File: src/rtl/alu_pkg.sv
// Shared definitions for the ALU and its writeback stage: opcodes, CC bit positions,
// writeback FSM encoding and default datapath geometry.
package alu_pkg;

   localparam int ALU_WIDTH = 16;
   localparam int ALU_NREGS = 8;
   localparam int ALU_AW    = 3;

   localparam logic [3:0] OP_ADD = 4'b0000;
   localparam logic [3:0] OP_SUB = 4'b0001;
   localparam logic [3:0] OP_AND = 4'b0010;
   localparam logic [3:0] OP_OR  = 4'b0011;
   localparam logic [3:0] OP_XOR = 4'b0100;
   localparam logic [3:0] OP_MUL = 4'b0101;
   localparam logic [3:0] OP_SLL = 4'b0110;
   localparam logic [3:0] OP_SRA = 4'b0111;

   localparam int CC_ZERO = 0;
   localparam int CC_NEG  = 1;
   localparam int CC_POS  = 2;

   typedef enum logic {
      WB_IDLE  = 1'b0,
      WB_WR_HI = 1'b1
   } wb_state_e;

   // Every opcode with the top bit set is outside the ALU's instruction set.
   function automatic logic op_is_legal(input logic [3:0] op);
      return ~op[3];
   endfunction

endpackage

File: src/rtl/wb_regfile.sv
// Register file for the writeback stage: one synchronous write port, two combinational
// read ports, R0 reads as zero and ignores writes.
module wb_regfile
   import alu_pkg::*;
#(
   parameter int WIDTH = ALU_WIDTH,
   parameter int NREGS = ALU_NREGS,
   parameter int AW    = ALU_AW
) (
   input  logic             clk_i,
   input  logic             srst_i,
   input  logic             we_i,
   input  logic [AW-1:0]    waddr_i,
   input  logic [WIDTH-1:0] wdata_i,
   input  logic [AW-1:0]    ra_addr_i,
   output logic [WIDTH-1:0] ra_data_o,
   input  logic [AW-1:0]    rb_addr_i,
   output logic [WIDTH-1:0] rb_data_o
);

   logic [WIDTH-1:0] mem_q [NREGS];

   always_ff @(posedge clk_i) begin
      if (srst_i) begin
         for (int i = 0; i < NREGS; i++) begin
            mem_q[i] <= '0;
         end
      end else if (we_i && (waddr_i != '0)) begin
         mem_q[waddr_i] <= wdata_i;
      end
   end

   // No bypass: a read during a write to the same register sees the old contents.
   assign ra_data_o = (ra_addr_i == '0) ? '0 : mem_q[ra_addr_i];
   assign rb_data_o = (rb_addr_i == '0) ? '0 : mem_q[rb_addr_i];

endmodule

File: src/rtl/alu_writeback.sv
// Writeback stage of the 16-bit ALU: commits results to the register file, keeps CC and
// the sticky overflow flag, and splits MUL products into two consecutive register writes.
module alu_writeback
   import alu_pkg::*;
#(
   parameter int WIDTH = ALU_WIDTH,
   parameter int NREGS = ALU_NREGS,
   parameter int AW    = ALU_AW
) (
   input  logic             CLK,
   input  logic             RESET,
   input  logic             IN_VALID,
   output logic             IN_READY,
   input  logic [3:0]       IN_OP,
   input  logic [AW-1:0]    IN_DEST,
   input  logic [WIDTH-1:0] IN_Z,
   input  logic [WIDTH-1:0] IN_OF,
   input  logic [2:0]       IN_CC,
   input  logic [AW-1:0]    RD_A_ADDR,
   output logic [WIDTH-1:0] RD_A_DATA,
   input  logic [AW-1:0]    RD_B_ADDR,
   output logic [WIDTH-1:0] RD_B_DATA,
   input  logic             CLR_STICKY,
   output logic [2:0]       CC_REG,
   output logic             STICKY_OVF,
   output logic             ILLEGAL,
   output logic             WB_DONE
);

   wb_state_e        state_q;
   logic [WIDTH-1:0] hold_hi_q;
   logic [AW-1:0]    hold_dest_q;
   logic [2:0]       cc_q;
   logic             sticky_q;
   logic             illegal_q;
   logic             done_q;

   logic             accept;
   logic             legal;
   logic             is_mul;
   logic             commit_lo;
   logic             sticky_d;
   logic             we;
   logic [AW-1:0]    waddr;
   logic [WIDTH-1:0] wdata;

   assign IN_READY  = (state_q == WB_IDLE);
   assign accept    = IN_VALID & IN_READY;
   assign legal     = op_is_legal(IN_OP);
   assign is_mul    = (IN_OP == OP_MUL);
   assign commit_lo = accept & legal;

   // Set has priority over clear; MUL's high word is not an overflow indication.
   assign sticky_d  = (commit_lo & ~is_mul & (IN_OF != '0)) | (sticky_q & ~CLR_STICKY);

   assign we    = commit_lo | (state_q == WB_WR_HI);
   assign waddr = (state_q == WB_WR_HI) ? hold_dest_q : IN_DEST;
   assign wdata = (state_q == WB_WR_HI) ? hold_hi_q   : IN_Z;

   wb_regfile #(
      .WIDTH (WIDTH),
      .NREGS (NREGS),
      .AW    (AW)
   ) u_regfile (
      .clk_i     (CLK),
      .srst_i    (RESET),
      .we_i      (we),
      .waddr_i   (waddr),
      .wdata_i   (wdata),
      .ra_addr_i (RD_A_ADDR),
      .ra_data_o (RD_A_DATA),
      .rb_addr_i (RD_B_ADDR),
      .rb_data_o (RD_B_DATA)
   );

   always_ff @(posedge CLK) begin
      if (RESET) begin
         state_q     <= WB_IDLE;
         hold_hi_q   <= '0;
         hold_dest_q <= '0;
         cc_q        <= '0;
         sticky_q    <= 1'b0;
         illegal_q   <= 1'b0;
         done_q      <= 1'b0;
      end else begin
         sticky_q  <= sticky_d;
         illegal_q <= accept & ~legal;
         done_q    <= 1'b0;
         case (state_q)
            WB_IDLE: begin
               if (commit_lo) begin
                  cc_q <= IN_CC;
                  if (is_mul) begin
                     hold_hi_q   <= IN_OF;
                     hold_dest_q <= IN_DEST + AW'(1);
                     state_q     <= WB_WR_HI;
                  end else begin
                     done_q <= 1'b1;
                  end
               end
            end
            WB_WR_HI: begin
               state_q <= WB_IDLE;
               done_q  <= 1'b1;
            end
            default: state_q <= WB_IDLE;
         endcase
      end
   end

   assign CC_REG     = cc_q;
   assign STICKY_OVF = sticky_q;
   assign ILLEGAL    = illegal_q;
   assign WB_DONE    = done_q;

endmodule
File: config.mk
export PLATFORM = sky130hd
export DESIGN_NAME = alu_writeback
export DESIGN_NICKNAME = d
export VERILOG_FILES = /design/src/rtl/alu_pkg.sv /design/src/rtl/wb_regfile.sv /design/src/rtl/alu_writeback.sv
export SDC_FILE = /design/constraint.sdc
export NUM_CORES = 1
export LEC_CHECK = 0
export ABC_AREA = 1
export ABC_CLOCK_PERIOD_IN_PS = 2600
export BUFFER_PORTS_ARGS = -buffer_cell sky130_fd_sc_hd__buf_4
export CAP_MARGIN = 5
export CELL_PAD_IN_SITES_DETAIL_PLACEMENT = 0
export CELL_PAD_IN_SITES_GLOBAL_PLACEMENT = 1
export CORE_ASPECT_RATIO = 0.5
export CORE_UTILIZATION = 41
export CTS_BUF_LIST = sky130_fd_sc_hd__clkbuf_16
export CTS_CLUSTER_SIZE = 24
export DETAILED_ROUTE_END_ITERATION = 8
export PLACE_DENSITY = 0.85
export SETUP_SLACK_MARGIN = 0.3
export SLEW_MARGIN = 40
export SYNTH_ARGS = -nofsm -noshare
export SYNTH_HDL_FRONTEND = slang
export SYNTH_SLANG_ARGS = --single-unit
export TNS_END_PERCENT = 10
File: constraint.sdc
create_clock -name CLK -period 2.6 [get_ports CLK]
set_clock_uncertainty 0.05 [all_clocks]
set_input_delay 0.39 -clock CLK [delete_from_list [all_inputs] [get_ports CLK]]
set_output_delay 0.39 -clock CLK [all_outputs]
set_load 0.02 [all_outputs]
==> summary.json, run 1 <==
{
  "timing": {
    "period_needed_ps": 2189,
    "timing_worst_slew_pin_value_ps": 685.2,
    "postLayoutSetupSlackWorst_ps": 411.2,
    "setup-violations-final": 0,
    "finalSetupTns_ps": 0,
    "layout_worst_path_cycle_share_pct": 84.19,
    "finalHoldViolCount": 0,
    "maxSlewViolCount": 0,
    "relSlewSlack_pct": 53.01,
    "rsz0062_at_grt": "no",
    "fmax_mhz": 456.9
  },
  "clock_network": {
    "cts_resized": 0,
    "cts.hold.buffers_added": 0,
    "cts.path.max_buffers": 2,
    "cts.sink_count": 154,
    "postCtsSetupRepairBufs": 0,
    "cts-root-buf": "clkbuf_16",
    "worst_skew_pair.late_latency_ps": 420,
    "cts.clk_slew.worst_paths_ps": 60,
    "cts.htree.levels": 4,
    "cts_tree": "built",
    "cts_buffers": 17
  },
  "die": {
    "num_io_pins": 91,
    "initial_utilization_pct": 42.56,
    "floorplan.die_area_um2": 21180,
    "number_of_placement_rows": 36,
    "die_y_um": 103.4,
    "die_x_um": 204.8,
    "core-area_um2": 19820
  },
  "final_layout": {
    "post_route_cells_drive_above_1_share_pct": 16.41,
    "area.sequential_um2": 4364,
    "layout.cells.most_common": "nand2_1",
    "final.fill_count": 1841,
    "post_layout_nonfiller_instances": 1351,
    "syn2layout_area_growth_pct": 20.03,
    "multi_input_area_um2": 3382,
    "layout.cells.most_common_list": "192 x nand2_1, 130 x buf_4, 128 x edfxtp_1",
    "n_antenna_cell": 0,
    "layout.cell_area.non_filler_um2": 10120,
    "finalNetCount": 1126
  },
  "worst_setup_path": {
    "timing.critical_path.from_type": "primary input",
    "worst-endpoint-required_ps": 2160,
    "critical_path_peak_fanout": 15,
    "critical_path_class": "primary input to primary output",
    "crit_path_top_delay_cell": "inv_1",
    "worst_path_largest_cell_delay_ps": 440,
    "worst-r2r-cell-count": 8,
    "critical_path_start": "RD_A_ADDR[1]",
    "critical_path_arrival_ps": 1750,
    "r2r_end": "u_regfile.mem_q[3][3]",
    "crit_path_cell_trace": "buf_4 -> inv_1 -> o211ai_1 -> nand2_1 -> inv_1 -> o21ai_0 -> buf_4",
    "critical_path.endpoint_type": "primary output",
    "crit_path_end": "RD_A_DATA[15]",
    "r2r_setup_slack_ps": 670,
    "critical_path.reg2reg.startpoint": "state_q"
  },
  "place": {
    "hpwl_mm": 17.35,
    "place.port_buffers": 90,
    "placement.setup.worst_slack_ps": 442.3,
    "dpl_cell_area_um2": 9494,
    "cell_count_after_placement": 1320,
    "gp_congestion": 0.8638
  },
  "detailed_routing": {
    "remaining_drc_errors": 0,
    "route.antenna.remaining_nets": 0,
    "route.vias.total": 7411,
    "drt_first_pass_iters": 5,
    "postRouteWirelength_mm": 25.37,
    "wire_per_inst_um": 18.78,
    "viasPerCell": 5.486,
    "dr.first_iter.drc_count": 668
  },
  "synth": {
    "post_syn_instances": 983,
    "synth_cell_type_count": 30,
    "yosysWarningCount": 0,
    "postSynthRegisterBits": 154,
    "syn_area_um2": 8434,
    "syn_avg_cell_area_um2": 8.580,
    "synth.yosys.seq_area_share_pct": 51.74
  },
  "global_routing": {
    "grt_pass1_vias": 6962,
    "initial_antenna_violation_count": 0,
    "globalRouteTotalUtil_pct": 24.86,
    "grt_remaining_overflow": 0,
    "wire_length_of_the_first_global_routing_pass_mm": 39.21,
    "grt_start_max_net_pins": 56
  },
  "power_and_ir_drop": {
    "power.density_cell_area_nw_per_um2": 637.6,
    "leakagePower_nw": 4.055,
    "vdd.ir_drop.worst_mv": 0.5167
  },
  "min_path": {
    "timing.hold.worst.class": "primary input to flop"
  },
  "flow_run": {
    "cap_viol_max_count": 0
  },
  "outcome": {
    "run_status": "finished, final reports clean"
  }
}
==> layout make-up <==
type	count	area share, %
sequential	154	43.11
multi-input combinational	676	33.41
timing repair buffer	135	10.63
clock buffer	17	4.202
inverter	89	3.349
tap	266	3.288
clock inverter	14	2.015
==> worst min-delay path by stage <==
stage / from / end / slack [ps] / cells past startpoint
global route: CLR_STICKY / STICKY_OVF / 160 / 4
finish: CLR_STICKY / STICKY_OVF / 160 / 4
detailed placement: hold_dest_q[0] / hold_dest_q[0] / 390 / 2
floorplan: hold_dest_q[0] / hold_dest_q[0] / 380 / 2
global placement: hold_dest_q[0] / hold_dest_q[0] / 390 / 2
CTS: CLR_STICKY / STICKY_OVF / 150 / 4
==> state kept, by name, summed over array words and instances, names as in the netlist <==
| register | count |
|---|---|
| u_regfile.mem_q | 128 |
| hold_hi_q | 16 |
| CC_REG | 3 |
| hold_dest_q | 3 |
| ILLEGAL | 1 |
| STICKY_OVF | 1 |
| WB_DONE | 1 |
| state_q | 1 |
==> through the flow <==
step | total power (W) | hold WS (ps) | utilization (%)
finish | 0.006455 | 159.6 | 51.08
global route | 0.006671 | 160.4 | 51.08
CTS | 0.006469 | 151.4 | 51.08
detailed placement | 0.003809 | 394.6 | 47.90
global placement | 0.003790 | 388.9 | 47.90
floorplan | 0.003408 | 376.3 | -
==> cell usage after synthesis <==
library cell | instances | area [µm²]
a21oi_4 | 1 | 16.27
dfxtp_1 | 26 | 520.5
buf_6 | 11 | 123.9
mux2i_1 | 16 | 160.2
nor2_2 | 1 | 6.260
o21ai_4 | 2 | 32.53
nand2_2 | 3 | 18.77
a21oi_1 | 76 | 380.4
nor2_4 | 1 | 11.26
ha_1 | 1 | 12.51
clkbuf_1 | 37 | 138.9
o21ai_0 | 71 | 355.3
clkinv_4 | 1 | 8.760
nor2_1 | 92 | 345.3
buf_2 | 22 | 110.1
o21ai_2 | 1 | 8.760
nor3_1 | 81 | 405.4
o211ai_1 | 75 | 563.0
buf_1 | 8 | 30.03
nand3_2 | 2 | 20.02
nand2_1 | 192 | 720.7
nand3_1 | 41 | 205.2
edfxtp_1 | 128 | 3844
xor2_1 | 1 | 8.760
buf_4 | 1 | 7.510
nand2_4 | 1 | 11.26
inv_2 | 1 | 3.750
nand3_4 | 2 | 35.03
inv_1 | 87 | 326.6
conb_1 | 1 | 3.750
==> logic make-up (layout without fill, tap and decap cells) <==
logic type,after synthesis,count (layout),share of synthesized area (%)
buf+inv,168,255,8.886
mux,16,16,1.899
xor+xnor,1,1,0.1039
simple gates,416,416,21.09
fa+ha+maj,1,1,0.1483
compound gates,226,226,16.08
flops,154,154,51.74
other cells,1,16,0.04446
==> routing by layer <==
layer | vias up | track usage (%) | share of wire, %
li1 | 3551 | - | -
met1 | 3545 | 36.88 | 48
met2 | 292 | 36.82 | 43
met3 | 23 | 4.887 | 8.0
met4 | 0 | 6.889 | 1.2
met5 | - | 0 | 0
==> worst max-delay path: cells and delay by family <==
family                 cells  cell delay (ps)
AND/OR/NAND/NOR            1              140
buffers and inverters      4              850
AO/OA/AOI/OAI              2              360
==> power breakdown <==
part           internal [W]  switching [W]
Sequential          0.00278      0.0000467
Clock               0.00169       0.000998
Combinational      0.000323       0.000620
(Power assumes the default switching activity.)
==> inputs of run 2 (changes only) <==
ABC_CLOCK_PERIOD_IN_PS = 2000   (was 2600)
clock period = 2 ns   (was 2.6 ns; I/O delays follow)
==> summary.json, run 2 (synthesis gave the netlist of run 1 again) <==
{
  "outcome": {
    "run_status": "finished, final reports clean"
  },
  "timing": {
    "timing_worst_slew_pin_value": {"value": 544.2, "unit": "ps", "change": "-141.0 ps"},
    "layout_worst_path_cycle_share_pct": 94.60,
    "period_needed_ps": 1892,
    "relSlewSlack": {"value": 63.68, "unit": "%", "change": "+11 points"},
    "setup-violations-final": {"value": 0, "change": "unchanged"},
    "finalHoldViolCount": {"value": 0, "change": "unchanged"},
    "rsz0062_at_grt": "yes",
    "postLayoutSetupSlackWorst": {"value": 108.0, "unit": "ps", "change": "-303.2 ps"},
    "maxSlewViolCount": {"value": 0, "change": "unchanged"},
    "fmax_mhz": 528.5,
    "finalSetupTns": {"value": 0, "unit": "ps", "change": "unchanged"}
  },
  "detailed_routing": {
    "drt_first_pass_iters": {"value": 5, "change": "unchanged"},
    "postRouteWirelength": {"value": 26.00, "unit": "mm", "change": "+2.5%"},
    "dr.first_iter.drc_count": {"value": 682, "change": "+2.1%"},
    "remaining_drc_errors": {"value": 0, "change": "unchanged"},
    "viasPerCell": {"value": 5.481, "change": "about the same"},
    "route.antenna.remaining_nets": {"value": 0, "change": "unchanged"},
    "wire_per_inst": {"value": 18.97, "unit": "µm", "change": "+1.0%"},
    "route.vias.total": {"value": 7515, "change": "+1.4%"}
  },
  "power_and_ir_drop": {
    "comb_power_share": {"value": 17.4, "unit": "%", "change": "+2.8 points"},
    "leakagePower": {"value": 4.207, "unit": "nW", "change": "+3.8%"},
    "power.density_cell_area": {"value": 763.0, "unit": "nW/µm²", "change": "+20%"},
    "cellInternalPower": {"value": 0.005853, "unit": "W", "change": "+22%"},
    "p_sw_share": {"value": 28.07, "unit": "%", "change": "+2.3 points"},
    "vdd.ir_drop.worst": {"value": 0.6097, "unit": "mV", "change": "+18%"},
    "p_seq_share": {"value": 45.1, "unit": "%", "change": "+1.3 points"},
    "power_frac_clock": {"value": 37.5, "unit": "%", "change": "-4.1 points"},
    "power_switching": {"value": 0.002284, "unit": "W", "change": "+37%"}
  },
  "die": {
    "floorplan.die_area": {"value": 21180, "unit": "µm²", "change": "unchanged"},
    "die_y": {"value": 103.4, "unit": "µm", "change": "unchanged"},
    "die_x": {"value": 204.8, "unit": "µm", "change": "unchanged"},
    "number_of_placement_rows": {"value": 36, "change": "unchanged"},
    "core-area": {"value": 19820, "unit": "µm²", "change": "unchanged"},
    "num_io_pins": {"value": 91, "change": "unchanged"},
    "initial_utilization": {"value": 42.56, "unit": "%", "change": "unchanged"}
  },
  "global_routing": {
    "initial_antenna_violation_count": {"value": 0, "change": "unchanged"},
    "grt_pass1_vias": {"value": 6889, "change": "-1.0%"},
    "wire_length_of_the_first_global_routing_pass": {"value": 39.07, "unit": "mm", "change": "-0.35%"},
    "busiest_layer": "met2",
    "gr-usage-met1": {"value": 36.34, "unit": "%", "change": "-0.53 points"},
    "global_route.usage.met2": {"value": 36.36, "unit": "%", "change": "-0.47 points"},
    "global_route.usage.met3": {"value": 6.516, "unit": "%", "change": "+1.6 points"},
    "grt_remaining_overflow": {"value": 0, "change": "unchanged"},
    "grt_start_max_net_pins": {"value": 53, "change": "-5.4%"},
    "globalRouteTotalUtil": {"value": 25.04, "unit": "%", "change": "+0.18 points"}
  },
  "worst_setup_path": {
    "critical_path_arrival": {"value": 1540, "unit": "ps", "change": "-210 ps"},
    "crit_path_top_delay_cell": "edfxtp_1",
    "worst-endpoint-required": {"value": 1650, "unit": "ps", "change": "-510 ps"},
    "cp.buffers_inverters": {"value": 2, "change": "-2"},
    "worst_path_most_repeated_cell": "nand2_1",
    "critical_path.endpoint_type": "primary output",
    "crit_path_cell_trace": "inv_1 -> a21oi_2 -> o21ai_0 -> nand2_1 -> nand2_1 -> o21ai_2 -> buf_6",
    "timing.critical_path.from_type": "flop",
    "critical_path_peak_fanout": {"value": 2, "change": "-13"},
    "critical_path_class": "flop to primary output",
    "critical-path-top-delay-family": "flip-flops",
    "worst_path_largest_cell_delay": {"value": 380, "unit": "ps", "change": "-60 ps"}
  },
  "final_layout": {
    "final.fill_count": {"value": 1800, "change": "-2.2%"},
    "post_route_cells_drive_above_1_share": {"value": 23.98, "unit": "%", "change": "+7.6 points"},
    "layout_top_registers": "u_regfile.mem_q (128), hold_hi_q (16)",
    "registers.top_by_ff_count": "u_regfile.mem_q",
    "syn2layout_area_growth_pct": 26.44,
    "layout.cells.most_common_list": "183 x nand2_1, 128 x edfxtp_1, 117 x buf_4",
    "multi_input_area": {"value": 3582, "unit": "µm²", "change": "+5.9%"},
    "n_antenna_cell": {"value": 0, "change": "unchanged"},
    "finalNetCount": {"value": 1145, "change": "+1.7%"},
    "layout.cells.most_common": "nand2_1",
    "largest_register_ff_count": {"value": 128, "change": "unchanged"},
    "area.sequential": {"value": 4368, "unit": "µm²", "change": "about the same"}
  },
  "clock_network": {
    "cts.clk_slew.worst_paths": {"value": 70, "unit": "ps", "change": "about the same"},
    "cts.sink_count": {"value": 154, "change": "unchanged"},
    "cts-root-buf": "clkbuf_16",
    "cts.path.max_buffers": {"value": 2, "change": "unchanged"},
    "cts_buffers": {"value": 17, "change": "unchanged"},
    "cts_tree": "built",
    "worst_skew_pair.late_latency": {"value": 420, "unit": "ps", "change": "about the same"},
    "cts.htree.levels": {"value": 4, "change": "unchanged"}
  },
  "place": {
    "place.port_buffers": {"value": 90, "change": "unchanged"},
    "gp_congestion": {"value": 0.8846, "change": "+2.4%"},
    "placement.setup.worst_slack": {"value": 154.7, "unit": "ps", "change": "-287.6 ps"},
    "hpwl": {"value": 17.50, "unit": "mm", "change": "+0.91%"}
  },
  "min_path": {
    "timing.hold.worst.class": "primary input to flop"
  },
  "flow_run": {
    "cap_viol_max_count": {"value": 0, "change": "unchanged"}
  }
}
==> run 2: metal layers <==
| metal | vias up | routed length [µm] | part of all wire (%) |
|---|---|---|---|
| li1 | 3600 | - | - |
| met4 | 0 | 283 | 1.1 |
| met3 | 28 | 2732 | 11 |
| met5 | - | 0 | 0 |
| met1 | 3538 | 11750 | 45 |
| met2 | 349 | 11240 | 43 |
==> run 2: what timing repair did <==
action	CTS	global route
setup endpoints to repair	228	194
resized for setup	40	65
pin swaps	23	31
hold buffers	0	0
gates cloned	0	0
buffers inserted	0	1
==> run 2: worst paths after layout <==
check                           slack (ps)                    end                   start  depth (start not counted)
worst max-delay path                   110          RD_A_DATA[10]  u_regfile.mem_q[5][10]                          7
worst min register to register         410          hold_hi_q[11]           hold_hi_q[11]                          2
worst min-delay path                    80             STICKY_OVF              CLR_STICKY                          4
worst max register to register         310  u_regfile.mem_q[7][2]                 state_q                          5
==> run 2: worst min-delay path: stages <==
cell     delay, ps
buf_4           70
inv_1           30
nand2_1         40
a21oi_1         50
==> run 2: final cells by class <==
class	instances	share of cell area, %
clock buffers	17	3.989
clock inverters	15	1.197
inverters	89	3.273
multi-input cells	676	33.59
flip-flops and latches	154	40.96
well taps	266	3.121
repair buffers	154	13.87
==> run 2: metrics by stage <==
| step | utilization [%] | hold WS [ps] | instance area (µm²) | cells | total power [W] |
|---|---|---|---|---|---|
| floorplan | - | 376.3 | 8563 | 998 | 0.004442 |
| global placement | 49.96 | 389.0 | 9902 | 1338 | 0.005031 |
| detailed placement | 49.96 | 404.7 | 9902 | 1338 | 0.005051 |
| CTS | 53.12 | 62.45 | 10530 | 1370 | 0.008100 |
| global route | 53.81 | 71.58 | 10660 | 1371 | 0.008428 |
| finish | 53.81 | 77.66 | 10660 | 1371 | 0.008137 |
==> run 2: power by group through the flow <==
stage | clock network (W) | registers (W) | logic [W]
floorplan | 0 | 0.00372 | 0.000721
global placement | 0 | 0.00373 | 0.00130
detailed placement | 0 | 0.00373 | 0.00132
CTS | 0.00308 | 0.00366 | 0.00135
global route | 0.00323 | 0.00368 | 0.00152
finish | 0.00305 | 0.00367 | 0.00141
==> inputs of run 3 (changes only) <==
CORE_UTILIZATION = 42   (was 41)
CTS_BUF_LIST = sky130_fd_sc_hd__clkbuf_2   (was sky130_fd_sc_hd__clkbuf_16)
HOLD_SLACK_MARGIN = 0.12   (was unset)
PLACE_DENSITY = 0.87   (was 0.85)
SLEW_MARGIN = unset   (was 40)
==> summary.json, run 3 (synthesis gave the netlist of run 1 again) <==
{
  "detailed_routing": {
    "postRouteWirelength": {"value": 25.00, "unit": "mm", "change": "-3.8%"},
    "remaining_drc_errors": {"value": 0, "change": "unchanged"},
    "dr.first_iter.drc_count": {"value": 658, "change": "-3.5%"},
    "route.antenna.remaining_nets": {"value": 0, "change": "unchanged"},
    "drt_first_pass_iters": {"value": 5, "change": "unchanged"},
    "wire_per_inst": {"value": 17.55, "unit": "µm", "change": "-7.5%"},
    "route.vias.total": {"value": 7711, "change": "+2.6%"},
    "viasPerCell": {"value": 5.411, "change": "-1.3%"}
  },
  "power_and_ir_drop": {
    "comb_power_share": {"value": 21.7, "unit": "%", "change": "+4.3 points"},
    "power.density_cell_area": {"value": 625.7, "unit": "nW/µm²", "change": "-18%"},
    "cellInternalPower": {"value": 0.005057, "unit": "W", "change": "-14%"},
    "power_frac_clock": {"value": 27.6, "unit": "%", "change": "-9.9 points"},
    "p_seq_share": {"value": 50.7, "unit": "%", "change": "+5.6 points"},
    "vdd.ir_drop.worst": {"value": 0.3688, "unit": "mV", "change": "-40%"},
    "leakagePower": {"value": 4.624, "unit": "nW", "change": "+9.9%"},
    "p_sw_share": {"value": 30.20, "unit": "%", "change": "+2.1 points"},
    "power_switching": {"value": 0.002188, "unit": "W", "change": "-4.2%"}
  },
  "outcome": {
    "run_status": "finished, violations left",
    "failed_checks": "negative setup slack"
  },
  "die": {
    "die_x": {"value": 202.4, "unit": "µm", "change": "-1.2%"},
    "die_y": {"value": 102.2, "unit": "µm", "change": "-1.2%"},
    "floorplan.die_area": {"value": 20690, "unit": "µm²", "change": "-2.3%"},
    "number_of_placement_rows": {"value": 36, "change": "unchanged"},
    "num_io_pins": {"value": 91, "change": "unchanged"},
    "core-area": {"value": 19550, "unit": "µm²", "change": "-1.4%"},
    "initial_utilization": {"value": 43.15, "unit": "%", "change": "+0.59 points"}
  },
  "final_layout": {
    "finalNetCount": {"value": 1197, "change": "+4.5%"},
    "layout.cells.most_common_list": "170 x nand2_1, 128 x edfxtp_1, 114 x buf_4",
    "syn2layout_area_growth_pct": 37.27,
    "post_route_cells_drive_above_1_share": {"value": 31.46, "unit": "%", "change": "+7.5 points"},
    "layout.cells.most_common": "nand2_1",
    "area.sequential": {"value": 4368, "unit": "µm²", "change": "unchanged"},
    "layout_top_registers": "u_regfile.mem_q (128), hold_hi_q (16)",
    "layout.cell_area.non_filler": {"value": 11580, "unit": "µm²", "change": "+8.6%"},
    "registers.top_by_ff_count": "u_regfile.mem_q",
    "multi_input_area": {"value": 4240, "unit": "µm²", "change": "+18%"},
    "largest_register_ff_count": {"value": 128, "change": "unchanged"},
    "final.fill_count": {"value": 1642, "change": "-8.8%"}
  },
  "clock_network": {
    "cts_tree": "built",
    "cts.sink_count": {"value": 154, "change": "unchanged"},
    "worst_skew_pair.late_latency": {"value": 700, "unit": "ps", "change": "+280 ps"},
    "cts.htree.levels": {"value": 4, "change": "unchanged"},
    "cts.path.max_buffers": {"value": 2, "change": "unchanged"},
    "cts-root-buf": "clkbuf_2",
    "cts_buffers": {"value": 17, "change": "unchanged"},
    "cts.clk_slew.worst_paths": {"value": 240, "unit": "ps", "change": "+170 ps"}
  },
  "place": {
    "hpwl": {"value": 16.86, "unit": "mm", "change": "-3.7%"},
    "gp_congestion": {"value": 0.8695, "change": "-1.7%"},
    "place.port_buffers": {"value": 90, "change": "unchanged"},
    "dpl_cell_area": {"value": 9824, "unit": "µm²", "change": "-0.78%"},
    "placement.setup.worst_slack": {"value": -31.40, "unit": "ps", "change": "-186.1 ps"}
  },
  "worst_setup_path": {
    "worst_path_largest_cell_delay": {"value": 400, "unit": "ps", "change": "+20 ps"},
    "timing.critical_path.from_type": "flop",
    "cp.buffers_inverters": {"value": 4, "change": "+2"},
    "critical_path_class": "flop to primary output",
    "critical_path_peak_fanout": {"value": 2, "change": "unchanged"},
    "critical-path-top-delay-family": "flip-flops",
    "critical_path.endpoint_type": "primary output",
    "crit_path_cell_trace": "inv_1 -> nand2_1 -> o211ai_1 -> nand2_1 -> inv_1 -> o21ai_2 -> buf_4 -> buf_6",
    "critical_path_arrival": {"value": 1930, "unit": "ps", "change": "+390 ps"},
    "worst-endpoint-required": {"value": 1650, "unit": "ps", "change": "about the same"},
    "crit_path_top_delay_cell": "edfxtp_1"
  },
  "global_routing": {
    "grt_pass1_vias": {"value": 7135, "change": "+3.6%"},
    "globalRouteTotalUtil": {"value": 24.06, "unit": "%", "change": "-0.98 points"},
    "grt_remaining_overflow": {"value": 0, "change": "unchanged"},
    "wire_length_of_the_first_global_routing_pass": {"value": 38.03, "unit": "mm", "change": "-2.7%"},
    "initial_antenna_violation_count": {"value": 1, "change": "+1"},
    "grt_start_max_net_pins": {"value": 58, "change": "+9.4%"}
  },
  "min_path": {
    "timing.hold.worst.class": "primary input to flop"
  },
  "timing": {
    "relSlewSlack": {"value": 62.57, "unit": "%", "change": "-1.1 points"},
    "period_needed": {"value": 2280, "unit": "ps", "change": "+387.5 ps"},
    "layout_worst_path_cycle_share": {"value": 114.0, "unit": "%", "change": "+19 points"},
    "finalHoldViolCount": {"value": 0, "change": "unchanged"},
    "setup-violations-final": {"value": 32, "change": "+32"},
    "maxSlewViolCount": {"value": 0, "change": "unchanged"},
    "rsz0062_at_grt": "yes",
    "postLayoutSetupSlackWorst": {"value": -279.6, "unit": "ps", "change": "-387.5 ps"},
    "fmax": {"value": 438.7, "unit": "MHz", "change": "-17%"},
    "timing_worst_slew_pin_value": {"value": 560.9, "unit": "ps", "change": "+16.74 ps"}
  },
  "flow_run": {
    "cap_viol_max_count": {"value": 0, "change": "unchanged"}
  }
}
run 3: cell count changes in the layout (fill, tap and decap cells not counted), sizes merged:
| cell | previous run | this run |
|---|---|---|
| inv | 93 | 91 |
| dlygate4sd3 | 0 | 49 |
| buf | 154 | 157 |
| clkinv | 5 | 7 |
| bufinv | 1 | 4 |
| clkinvlp | 5 | 2 |
| diode | 0 | 2 |
run 3: what timing repair did:
action                                  CTS  global route
hold buffers                             49             0
pin swaps                                30           100
endpoints found under the setup margin  252           212
buffers inserted                          1             0
hold endpoints to repair                135             0
gates resized for setup                  85           193
run 3: layout make-up:
class | count | share of cell area (%)
Antenna cell | 2 | 0.04323
Clock buffer | 17 | 0.7349
Multi-Input combinational cell | 676 | 36.63
Timing Repair Buffer | 206 | 17.26
Tap cell | 266 | 2.875
Clock inverter | 15 | 1.697
Sequential cell | 154 | 37.73
Inverter | 89 | 3.037
run 3: metal layers:
layer  up-vias  GRT usage (%)  wire [µm]
met1      3667          33.44      11260
met4         0          7.461        337
met3        26          4.209       1757
met2       303          38.70      11650
met5         -              0          0
li1       3715              -          -
run 3: power groups by stage:
stage	combinational, W	clock, W	sequential, W
after CTS	0.00142	0.00205	0.00367
final	0.00157	0.00200	0.00367
after detailed placement	0.00127	0	0.00374
after floorplan	0.000721	0	0.00372
after global routing	0.00169	0.00216	0.00369
after global placement	0.00125	0	0.00373
run 3: metrics by stage:
step	hold slack [ps]	std cells	setup TNS (ps)	util (%)	power [W]
after floorplan	376.3	998	0	-	0.004442
after global placement	394.7	1341	-12.44	50.26	0.004977
after detailed placement	399.6	1341	-31.40	50.26	0.005003
after CTS	257.3	1423	-6641	55.15	0.007133
after global routing	277.7	1425	-9034	59.22	0.007538
final	348.4	1425	-4123	59.22	0.007244
run 3: worst paths after layout:
kind / from / end / slack, ps / cells past startpoint
setup / recovery: u_regfile.mem_q[3][15] / RD_A_DATA[15] / -280 / 8
hold / removal: IN_CC[0] / CC_REG[0] / 350 / 4
setup reg to reg: state_q / u_regfile.mem_q[1][5] / 70 / 6
hold reg to reg: hold_dest_q[0] / hold_dest_q[0] / 410 / 2
run 3: tightest hold or removal path, delay by kind of cell:
family                 cells  cell delay (ps)
buffers and inverters      2              670
AND/OR/NAND/NOR            1               60
AO/OA/AOI/OAI              1               60
